## src/rtl/piso_serializer.sv

```systemverilog
// Parallel-in, serial-out serializer: valid/ready word load, MSB-first serial output.
// Optional even-parity trailer bit when PISO_PARITY_EN is defined.
module piso_serializer #(
    parameter int WIDTH = 4
) (
    input  logic             i_clk,
    input  logic             i_rst_n,
    input  logic             i_load_valid,
    input  logic [WIDTH-1:0] i_pdata,
    output logic             o_load_ready,
    output logic             o_sout,
    output logic             o_sout_valid,
    output logic             o_busy,
    output logic             o_done,
    output logic [1:0]       o_state
);

    localparam int CW = $clog2(WIDTH);
    localparam logic [CW-1:0] LAST_CNT = CW'(WIDTH - 1);

    // Load handshake: a word transfers on a rising edge where i_load_valid and
    // o_load_ready are both 1; o_load_ready depends only on registered state.
    typedef enum logic [1:0] {
        S_IDLE   = 2'd0,
        S_SHIFT  = 2'd1
`ifdef PISO_PARITY_EN
        ,
        S_PARITY = 2'd2
`endif
    } state_t;

    state_t           r_state;
    state_t           w_state_next;
    logic [WIDTH-1:0] r_shreg;
    logic [CW-1:0]    r_count;
    logic             w_last_bit;
    logic             w_final;
    logic             w_handshake;
`ifdef PISO_PARITY_EN
    logic             r_parity;
`endif

    assign w_last_bit = (r_state == S_SHIFT) && (r_count == '0);
`ifdef PISO_PARITY_EN
    assign w_final    = (r_state == S_PARITY);
`else
    assign w_final    = w_last_bit;
`endif
    assign o_load_ready = (r_state == S_IDLE) || w_final;
    assign w_handshake  = i_load_valid && o_load_ready;
    assign o_state      = r_state;

    always_comb begin
        w_state_next = r_state;
        case (r_state)
            S_IDLE: begin
                if (w_handshake) w_state_next = S_SHIFT;
            end
            S_SHIFT: begin
                if (w_last_bit) begin
`ifdef PISO_PARITY_EN
                    w_state_next = S_PARITY;
`else
                    w_state_next = w_handshake ? S_SHIFT : S_IDLE;
`endif
                end
            end
`ifdef PISO_PARITY_EN
            S_PARITY: begin
                w_state_next = w_handshake ? S_SHIFT : S_IDLE;
            end
`endif
            default: w_state_next = S_IDLE;
        endcase
    end

    always_comb begin
        o_sout       = 1'b0;
        o_sout_valid = (r_state != S_IDLE);
        o_busy       = (r_state != S_IDLE);
        o_done       = w_final;
        case (r_state)
            S_SHIFT:  o_sout = r_shreg[WIDTH-1];
`ifdef PISO_PARITY_EN
            S_PARITY: o_sout = r_parity;
`endif
            default:  o_sout = 1'b0;
        endcase
    end

    always_ff @(posedge i_clk or negedge i_rst_n) begin
        if (!i_rst_n) begin
            r_state <= S_IDLE;
        end else begin
            r_state <= w_state_next;
        end
    end

    // The counter parks at zero after the last bit; only a handshake reloads it.
    always_ff @(posedge i_clk or negedge i_rst_n) begin
        if (!i_rst_n) begin
            r_shreg <= '0;
            r_count <= '0;
        end else if (w_handshake) begin
            r_shreg <= i_pdata;
            r_count <= LAST_CNT;
        end else if (r_state == S_SHIFT) begin
            r_shreg <= {r_shreg[WIDTH-2:0], 1'b0};
            if (r_count != '0) r_count <= r_count - 1'b1;
        end
    end

`ifdef PISO_PARITY_EN
    always_ff @(posedge i_clk or negedge i_rst_n) begin
        if (!i_rst_n) begin
            r_parity <= 1'b0;
        end else if (w_handshake) begin
            r_parity <= ^i_pdata;
        end
    end
`endif

endmodule
```

## config.mk

```make
export PLATFORM = sky130hd
export DESIGN_NAME = piso_serializer
export DESIGN_NICKNAME = d
export VERILOG_FILES = /design/src/rtl/piso_serializer.sv
export SDC_FILE = /design/constraint.sdc
export NUM_CORES = 1
export LEC_CHECK = 0
export CAP_MARGIN = 20
export CORE_MARGIN = 10
export CORE_UTILIZATION = 30
export DETAILED_ROUTE_END_ITERATION = 8
export SLEW_MARGIN = 0
export SYNTH_ARGS = -nofsm -noshare
export SYNTH_HDL_FRONTEND = slang
export SYNTH_SLANG_ARGS = --single-unit
```

## constraint.sdc

```tcl
create_clock -name i_clk -period 1.2 [get_ports i_clk]
set_clock_uncertainty 0.1 [all_clocks]
set_input_delay 0.12 -clock i_clk [delete_from_list [all_inputs] [get_ports i_clk]]
set_output_delay 0.12 -clock i_clk [all_outputs]
set_load 0.1 [all_outputs]
```

; After elaboration in Yosys (flattened, before gate mapping)
; Index checks and enable logic that the tools add are counted.
[classes]
add_sub_neg = 1
eq_ne = 3
mux = 10
reduce_logical = 11
[op_table]
columns = operator, n
row1 = 2-bit 2-to-1 mux, 5
row2 = 4-bit 2-to-1 mux, 2
row3 = 2-bit nonzero test, 4
row4 = 2-bit zero test, 2
row5 = 2-bit != test (second input constant), 2
row6 = 2-bit case mux with 2 select lines, 1
row7 = 2-bit AND reduction, 2
row8 = 2-bit by 1-bit equality test with 1-bit output (second input constant), 1
row9 = 1-bit logical AND, 2
row10 = 1-bit 2-to-1 mux, 2
row11 = 2-bit by 1-bit subtractor with 2-bit output (second input constant), 1
row12 = 1-bit logical OR, 1
[totals]
register_bits = 8
in_bits = 7
elab_cells = 28

; Depth between registers and ports, before layout
[logic_depth]
word_depth = 7
ltp_mapped = 5
depth_no_buf = 5

; Least setup slack after synthesis
; Ideal clock, no wire load.
[synth_timing]
path_type = register to output
start = reg r_state[0], in the netlist o_state[0]
end = out o_sout
arrival_time_ns = 1.989
slack_ns = -1.009
path_stages_with_launch = 3
n_path_buf = 1
cell_sequence = dfrtp_1 > buf_4 > and2_1
[synth_between]
elab_chain_cells = 2
[synth_lines]
columns = element, line
row1 = start: declaration, 32  ; state_t r_state;
row2 = start signal: assignment, 95  ; r_state <= w_state_next;
row3 = 2-bit by 1-bit equality test with 1-bit output, 82  ; case (r_state)
row4 = 1-bit 2-to-1 mux, 82
row5 = end: declaration, 11  ; output logic o_sout,
; No other way between the ends.

; Final worst setup path
[layout_timing]
start = reg r_count[0]
end = out o_done
[layout_between]
elab_chain_cells = 2
[layout_lines]
columns = element, line
row1 = start: declaration, 35  ; logic [CW-1:0] r_count;
row2 = start signal: assignment, 109  ; if (r_count != '0) r_count <= r_count - 1'b1;
row3 = 2-bit zero test, 43  ; assign w_last_bit = (r_state == S_SHIFT) && (r_count == '0);
row4 = 1-bit logical AND, 43
row5 = end: declaration, 14  ; output logic o_done,
; No other way between the ends.

==> results.yml <==
status:
  status: "finished with violations"
  violations: "setup timing"
place:
  io_buffer_count: 12
  dp_worst_setup_slack_ns: -0.242
  dp_hpwl_um: 780
  gp_congestion: 0.696
critical_path:
  critPathKind: "reg2out"
  critical_path.startpoint_type: "flip-flop"
  max_stage_delay_ns: 0.38
  crit_fanout: 3
  worstPathArrival_ns: 1.27
  rr_worst_depth: 7
  crit_path_end_kind: "primary output"
  cp.required_ns: 0.98
  r2r-end: "r_shreg[2]"
  r2r_slack_ns: -0.19
  crit_chain: "inv_2, ha_4, buf_6, and2_4, buf_12"
  reg2reg_from: "r_count[0]"
  cp.buffers_inverters: 3
  cpMaxStageDelayCell: "dfrtp_1"
  crit_family: "flip-flops"
synth:
  synth_area_leader_cell: "dfrtp_1"
  yosysTopAreaCellShare: 0.420
  synth_edf_count: 0
  synth_nets: 47
  synth_cell_types: 17
  ys_top_cells_by_area: "dfrtp_1 (42%), mux2i_1 (9.6%), buf_4 (7.2%)"
  async_flop_share: 1.00
  netlist_area_um2: 417
  syn_inst: 39
  ys.flop_type: "dfrtp_1"
  avgSynthCellArea_um2: 10.7
  seq_area_frac_synth: 0.420
  ys_seq_elements: 7
  yosys_warnings: 0
die:
  core_um2: 1300
  die_h_um: 57.3
  start_util: 0.320
  ios: 14
  die_x_um: 57.3
  die_area_um2: 3280
  rows: 13
route:
  vias: 366
  ant_nets: 0
  firstDrtPassIters: 4
  drt_iter0_drc: 2
  wl_per_cell_um: 14.2
  viasPerCell: 4.75
  drcViolationCount: 0
  wl_um: 1100
global_route:
  grt_max_degree: 10
  gr-total-overflow: 0
  antenna_found_initial: 0
  grt_pass1_wl_um: 1850
  grt_pass1_vias: 403
  grt.total_usage: 0.0737
cts:
  htreeDepth: 1
  path_clk_slew_ns: 0.06
  cts_buffer_depth: 2
  cts_sinks: 7
  cts_inserted_buffers: 3
  worstSkewPairLatency_ns: 0.26
  cts_tree: "yes"
  ctsHoldBuffers: 0
  clk_root_buffer_cell: "clkbuf_4"
final_layout:
  multi_input_area_um2: 223
  finish.utilization: 0.571
  drive_gt1_frac: 0.548
  regArea_um2: 179
  final_net_count: 71
  fillers: 121
  antenna_cells: 0
  mostFrequentLayoutCell: "buf_4"
  syn2layout_area_growth_pct: 78.4
  mostFrequentLayoutCells: "buf_4 (7), clkdlybuf4s50_1 (6), buf_12 (6), dfrtp_1 (6), buf_6 (5)"
sta:
  fin_crit_sh: 1.24
  finalSetupViolCount: 11
  finalHoldViolCount: 0
  rsz0062_at_grt: "true"
  min_period_ns: 1.49
  slew_viol_final: 0
  fmax_ghz: 0.673
  setup_slack_ns: -0.285
hold_path:
  hp-class: "in2async"
run:
  drv_cap: 0
[routing by layer]
metal	GRT usage	up-vias	share of wire
met1	0.0693	177	0.35
met5	0	-	0
li1	-	177	-
met2	0.124	10	0.57
met4	0.0503	0	0.015
met3	0.0354	2	0.066
[worst max-delay path by stage]
stage | start | to | slack (ns) | depth (start not counted)
global route | r_count[0] | o_done | -0.32 | 5
finish | r_count[0] | o_done | -0.29 | 5
global placement | i_load_valid | r_shreg[3] | -0.25 | 4
CTS | r_count[1] | o_done | -0.28 | 5
floorplan | o_state[0] | r_count[0] | -0.42 | 4
detailed placement | i_load_valid | r_shreg[2] | -0.24 | 4
[synthesized netlist by cell type (2+ instances only)]
| library cell | n |
|---|---|
| dfrtp_1 | 7 |
| inv_1 | 2 |
| mux2i_1 | 4 |
| o21ai_0 | 5 |
| buf_4 | 4 |
| and3_2 | 3 |
| nand2b_4 | 2 |
| a31oi_1 | 3 |
[registers in the layout, summed over array words and instances, names as in the netlist]
signal	cells
o_state	1
r_count	2
r_shreg	4
[area by class of cell]
class	instances	share of cell area
clock buffers	4	0.0354
inverters	2	0.0101
multi-input cells	25	0.300
flip-flops and latches	7	0.241
well taps	15	0.0253
repair buffers	24	0.389
[per-stage QoR]
stage               instances  TNS (ns)  instance area (um2)  hold WS [ns]
floorplan                  39     -1.52                  425        -0.276
global placement           66     -1.10                  617         0.314
detailed placement         66     -1.12                  617         0.317
CTS                        76     -1.76                  736        0.0370
global route               77     -2.19                  743        0.0478
finish                     77     -1.63                  743        0.0316
[kinds of logic (layout without fill, tap and decap cells)]
| family | Yosys count | in the layout | share of synthesized area |
|---|---|---|---|
| adder cells (fa/ha/maj) | 1 | 1 | 0.0300 |
| other | 1 | 1 | 0.00900 |
| multiplexers | 5 | 5 | 0.132 |
| AND/OR/NAND/NOR | 9 | 9 | 0.174 |
| AO/OA/AOI/OAI | 9 | 9 | 0.117 |
| flip-flops | 7 | 7 | 0.420 |
| buffers and inverters | 7 | 30 | 0.117 |
[repair_timing]
item,in CTS,in global routing
resized for setup,18,1
endpoints found under the hold margin,0,0
pin swaps,2,1
setup buffers,6,2
setup endpoints to repair,10,12
gates cloned,0,0
Power is not shown: default switching activity piles up to over one toggle a cycle in this logic, so the estimate is an artifact.
==> edit 1, RTL diff (same settings) <==
The option `PISO_PARITY_EN` is turned on by a define.
--- a/src/rtl/piso_serializer.sv
+++ b/src/rtl/piso_serializer.sv
@@ -1,5 +1,7 @@
 // Parallel-in, serial-out serializer: valid/ready word load, MSB-first serial output.
 // Optional even-parity trailer bit when PISO_PARITY_EN is defined.
+`define PISO_PARITY_EN
+
 module piso_serializer #(
     parameter int WIDTH = 4
 ) (
Function: changed (Yosys sat finds a counterexample within 10 cycles, from zero or initial values and one cycle with i_rst_n low).
==> edit 1 against the original RTL <==
  * The flow still finishes with violations (setup timing)
  * Setup slack lost 0.17 ns
  * Wire length grew 22%
  * Maximum frequency shrank 10%
  * Sequential share of layout area shrank 1.8 points
  * Sequential cell count grew 2
  * Design area grew 41%
  * Worst hold slack gained 0.021 ns
  * Synthesized area grew 35%
  * Critical path type unchanged
  * Non-clock buffer count grew 6
Power is left out: the tool's default activity adds up to more than one toggle a clock period on the data nets, which glitch-free logic cannot reach.
==> edit 1: results (changes against the original RTL) <==
----------------------------------------------------
[Global routing]
  Via count of the first global-routing pass ... 483 (was 403)
  Total global routing track utilization ... 7.15% (was 7.37%)
  Global routing usage on met2 ... 10.2% (was 12.4%)
  Wire length of the first global-routing pass ... 2.22 mm (was 1.85 mm)
  Fraction of met3 tracks used by global routing ... 4.06% (was 3.54%)
  Met1 GRT Util ... 8.17% (was 6.93%)

[Timing]
  Min Hold Slack ... 0.0522 ns (was 0.0316 ns)
  Min setup slack post-route ... -0.458 ns (was -0.285 ns)
  Max-slew violation count ... 0 (unchanged)
  Endpoints failing setup ... 16 (was 11)

[Setup path]
  Longest individual stage delay on the worst path ... 0.52 ns (was 0.38 ns)
  Reg2Reg Setup Slack ... -0.45 ns (was -0.19 ns)
  CP max-delay cell ... dfrtp_4 (was dfrtp_1)
  Highest fanout seen on the critical path ... 4 (was 3)
  Worst endpoint data arrival time ... 1.44 ns (was 1.27 ns)

[Logic synthesis]
  Netlist cell types ... 23 (was 17)
  Post-synthesis async set-or-reset flop share ... 100% (unchanged)
  Top area cells in the synthesized netlist ... dfrtp_1 40%, ha_1 11%, xnor2_1 6.2% (was dfrtp_1 42%, mux2i_1 9.6%, buf_4 7.2%)
  Post-synthesis net count ... 66 (was 47)
  Top cells by instance count after synthesis ... 9 x dfrtp_1, 6 x inv_1, 5 x ha_1, 4 x xnor2_1 (was 7 x dfrtp_1, 5 x o21ai_0, 4 x buf_4, 4 x mux2i_1)
  Post-synthesis sequential area ratio ... 40.1% (was 42.0%)

[Routing]
  Routed length per instance ... 12.1 um (was 14.2 um)
  Length of routed met3 wiring ... 73 um (was 72 um)
  Routed wl met2 ... 661 um (was 622 um)
  Iter 0 DRT Violations ... 1 (was 2)
  Met1 Routed Length ... 570 um (was 383 um)
  DR pass1 iterations ... 2 (was 4)
  Average via count per standard cell ... 4.28 (was 4.75)

[Placed design]
  Placed wire-length estimate ... 971 um (was 780 um)
  Number of buffers added on ports ... 13 (was 12)
  Routability congestion estimate ... 0.721 (was 0.696)

[Status]
  Failing checks ... setup timing (unchanged)
  Status ... finished with violations (unchanged)

[Finish]
  Fraction of final layout cells sized beyond drive strength 1 ... 60.0% (was 54.8%)

[CTS]
  CTS Buffer Depth ... 2 (unchanged)

----------------------------------------------------
## edit 1: stage by stage
| step | instance area (um^2) | setup TNS (ns) | std cells | setup slack, ns | utilization (%) |
|---|---|---|---|---|---|
| floorplan | 634 | -6.99 | 54 | -0.789 | - |
| global placement | 918 | -2.49 | 100 | -0.288 | 52.6 |
| detailed placement | 918 | -2.68 | 100 | -0.305 | 52.6 |
| CTS | 997 | -4.73 | 107 | -0.470 | 57.1 |
| global route | 1040 | -6.71 | 110 | -0.523 | 59.9 |
| finish | 1040 | -5.87 | 110 | -0.458 | 59.9 |
## edit 1: path summary, 6_finish.rpt
path,start,to
max in group asynchronous,i_rst_n,o_state[1]
min in group i_clk,i_pdata[0],r_shreg[0]
hold reg to reg,r_shreg[0],r_shreg[0]
setup / recovery,o_state[1],o_sout
hold / removal,i_rst_n,r_count[0]
setup reg to reg,o_state[1],r_shreg[0]
## edit 1: cells by family (layout without fill, tap and decap cells)
logic type	after synthesis	count (layout)	share of synthesized area, %
AOI/OAI and AO/OA	12	12	15.4
xor gates and xnor gates	4	4	6.24
adders and majority gates	5	5	11.1
buffers and inverters	9	40	9.35
DFF	9	9	40.1
muxes	3	3	5.35
and+or+nand+nor	12	12	12.5
## edit 1: layout make-up
class	count	area [um^2]
multi-input cells	36	367
clock inverters	1	5.00
fillers	149	701
well taps	25	31.3
repair buffers	30	355
inverters	6	31.3
clock buffers	3	22.5
flip-flops and latches	9	233
## edit 1: what timing repair did
action | CTS | global route
setup endpoints to repair | 16 | 16
pin swaps | 7 | 3
resized for setup | 7 | 7
setup buffers | 3 | 3
gates cloned | 0 | 0
==> edit 2, RTL diff (same settings) <==
Without the edit above. Set the parameter `WIDTH` to 8 (it was 4).
--- a/src/rtl/piso_serializer.sv
+++ b/src/rtl/piso_serializer.sv
@@ -1,7 +1,7 @@
 // Parallel-in, serial-out serializer: valid/ready word load, MSB-first serial output.
 // Optional even-parity trailer bit when PISO_PARITY_EN is defined.
 module piso_serializer #(
-    parameter int WIDTH = 4
+    parameter int WIDTH = 8
 ) (
     input  logic             i_clk,
     input  logic             i_rst_n,
Interface: changed (resized i_pdata); port bits go from 14 to 18. The function was not compared with the original's and may differ.
==> edit 2 against the original RTL <==
  * Sequential share of layout area increased by 4.2 points
  * Wire length increased by 45%
  * Maximum frequency decreased by 8.1%
  * Synthesized area increased by 56%
  * Via count increased by 48%
  * Design area increased by 44%
  * Sequential cell count increased by 5
  * Synthesized cell count increased by 49%
  * Setup slack got worse by 0.13 ns
  * Largest cell class unchanged
  * The flow still finishes with violations (setup timing)
==> edit 2: results (changes against the original RTL) <==
----------------------------------------------------
[Status]
  Status ... finished with violations (unchanged)
  Failing checks ... setup timing (unchanged)

[Global routing]
  Global routing usage on met2 ... 12.0% (was 12.4%)
  Via count of the first global-routing pass ... 600 (was 403)
  Number of antenna violations at the first check in global routing ... 0 (unchanged)
  Wire length of the first global-routing pass ... 2.83 mm (was 1.85 mm)
  Pin count of the biggest net entering global routing ... 13 (was 10)
  Met1 GRT Util ... 9.51% (was 6.93%)
  Total global routing track utilization ... 7.88% (was 7.37%)

[Placed design]
  Routability congestion estimate ... 0.729 (was 0.696)
  Placed wire-length estimate ... 1.17 mm (was 780 um)
  Number of buffers added on ports ... 16 (was 12)

[CTS]
  Clock transition at the register clock pins on the worst setup and hold paths after CTS ... 0.08 ns (was 0.06 ns)

[Timing]
  Total negative setup slack ... -5.77 ns (was -1.63 ns)
  Min setup slack post-route ... -0.417 ns (was -0.285 ns)
  Endpoints failing setup ... 18 (was 11)

[Setup path]
  Highest fanout seen on the critical path ... 6 (was 3)
  Worst endpoint data arrival time ... 1.67 ns (was 1.27 ns)
  Critical path origin ... r_count[1] (was r_count[0])

[Logic synthesis]
  Top cells by instance count after synthesis ... 12 x dfrtp_1, 7 x a211o_1, 4 x nor2b_1, 4 x o221a_1 (was 7 x dfrtp_1, 5 x o21ai_0, 4 x buf_4, 4 x mux2i_1)
  Netlist cell types ... 21 (was 17)
  Post-synthesis net count ... 71 (was 47)
  Top area cells in the synthesized netlist ... dfrtp_1 46%, a211o_1 9.4%, o221a_1 6.9% (was dfrtp_1 42%, mux2i_1 9.6%, buf_4 7.2%)
  Post-synthesis sequential area ratio ... 46.1% (was 42.0%)

[Finish]
  Nets@finish ... 102 (was 71)
  Fraction of final layout cells sized beyond drive strength 1 ... 44.3% (was 54.8%)

[Routing]
  Wirelength, routed ... 1.59 mm (was 1.10 mm)
  Average via count per standard cell ... 4.72 (was 4.75)

----------------------------------------------------
==> edit 2: cell count changes in the layout (fill, tap and decap cells not counted), moves of 2 or more <==
| cell | change |
|---|---|
| dfrtp_1 | +5 |
| buf_4 | +7 |
| nor2b_1 | +4 |
| o21ai_1 | -2 |
| mux2i_1 | -4 |
| a211o_1 | +7 |
| a31oi_1 | -3 |
| buf_6 | -3 |
| o221a_1 | +4 |
| and3_4 | -3 |
| clkdlybuf4s50_1 | +4 |
| and2b_1 | +3 |
| o221a_2 | +3 |
==> edit 2: metal layers <==
metal / routed length [um] / vias to the layer above
met4: 10 / 0
met2: 692 / 20
met5: 0 / -
met3: 158 / 2
met1: 730 / 251
li1: - / 270
==> edit 2: final timing paths <==
path	cells after the start	end	slack (ns)
worst min-delay path	2	o_state[0]	0.05
max in group asynchronous	2	o_state[0]	0.78
min in group i_clk	2	r_shreg[0]	0.38
worst max-delay path	7	r_shreg[6]	-0.42
worst min register to register	1	r_shreg[0]	0.43
worst max register to register	7	r_shreg[6]	-0.42
==> edit 2: what timing repair did <==
action,CTS,global route
endpoints found under the hold margin,0,0
hold buffers,0,0
pin swaps,1,2
setup buffers,6,0
resized for setup,6,0
endpoints found under the setup margin,18,18
==> edit 2: stage by stage <==
stage,cell area (um^2),total power (uW),worst slack [ns],instances,util (%)
3_5_place_dp,962,2600,-0.332,105,47.6
2_1_floorplan,688,2030,-0.398,58,-
3_3_place_gp,962,2560,-0.289,105,47.6
6_report,1070,3070,-0.417,115,53.1
5_1_grt,1070,3260,-0.486,115,53.1
4_1_cts,1070,3110,-0.431,115,53.1
==> edit 2: final cells by class <==
type / count / area [um^2]
Tap cell: 27 / 33.8
Sequential cell: 12 / 304
Timing Repair Buffer: 33 / 368
Multi-Input combinational cell: 36 / 330
Fill cell: 179 / 948
Clock buffer: 4 / 26.3
Inverter: 3 / 11.3
==> edit 2: power by group through the flow <==
stage	Sequential (uW)	Clock (uW)	Combinational, uW
CTS	676	267	2160
global route	699	290	2270
detailed placement	720	0	1880
floorplan	749	0	1280
finish	677	256	2140
global placement	714	0	1840
==> edit 2: kinds of logic (layout without fill, tap and decap cells) <==
kind of cell,after synthesis,count (layout),synth area share [%]
AOI/OAI and AO/OA,19,19,26.1
adders and majority gates,2,2,3.84
buffers and inverters,10,40,9.02
DFF,12,12,46.1
muxes,1,1,1.73
other,1,1,0.575
and+or+nand+nor,13,13,12.7
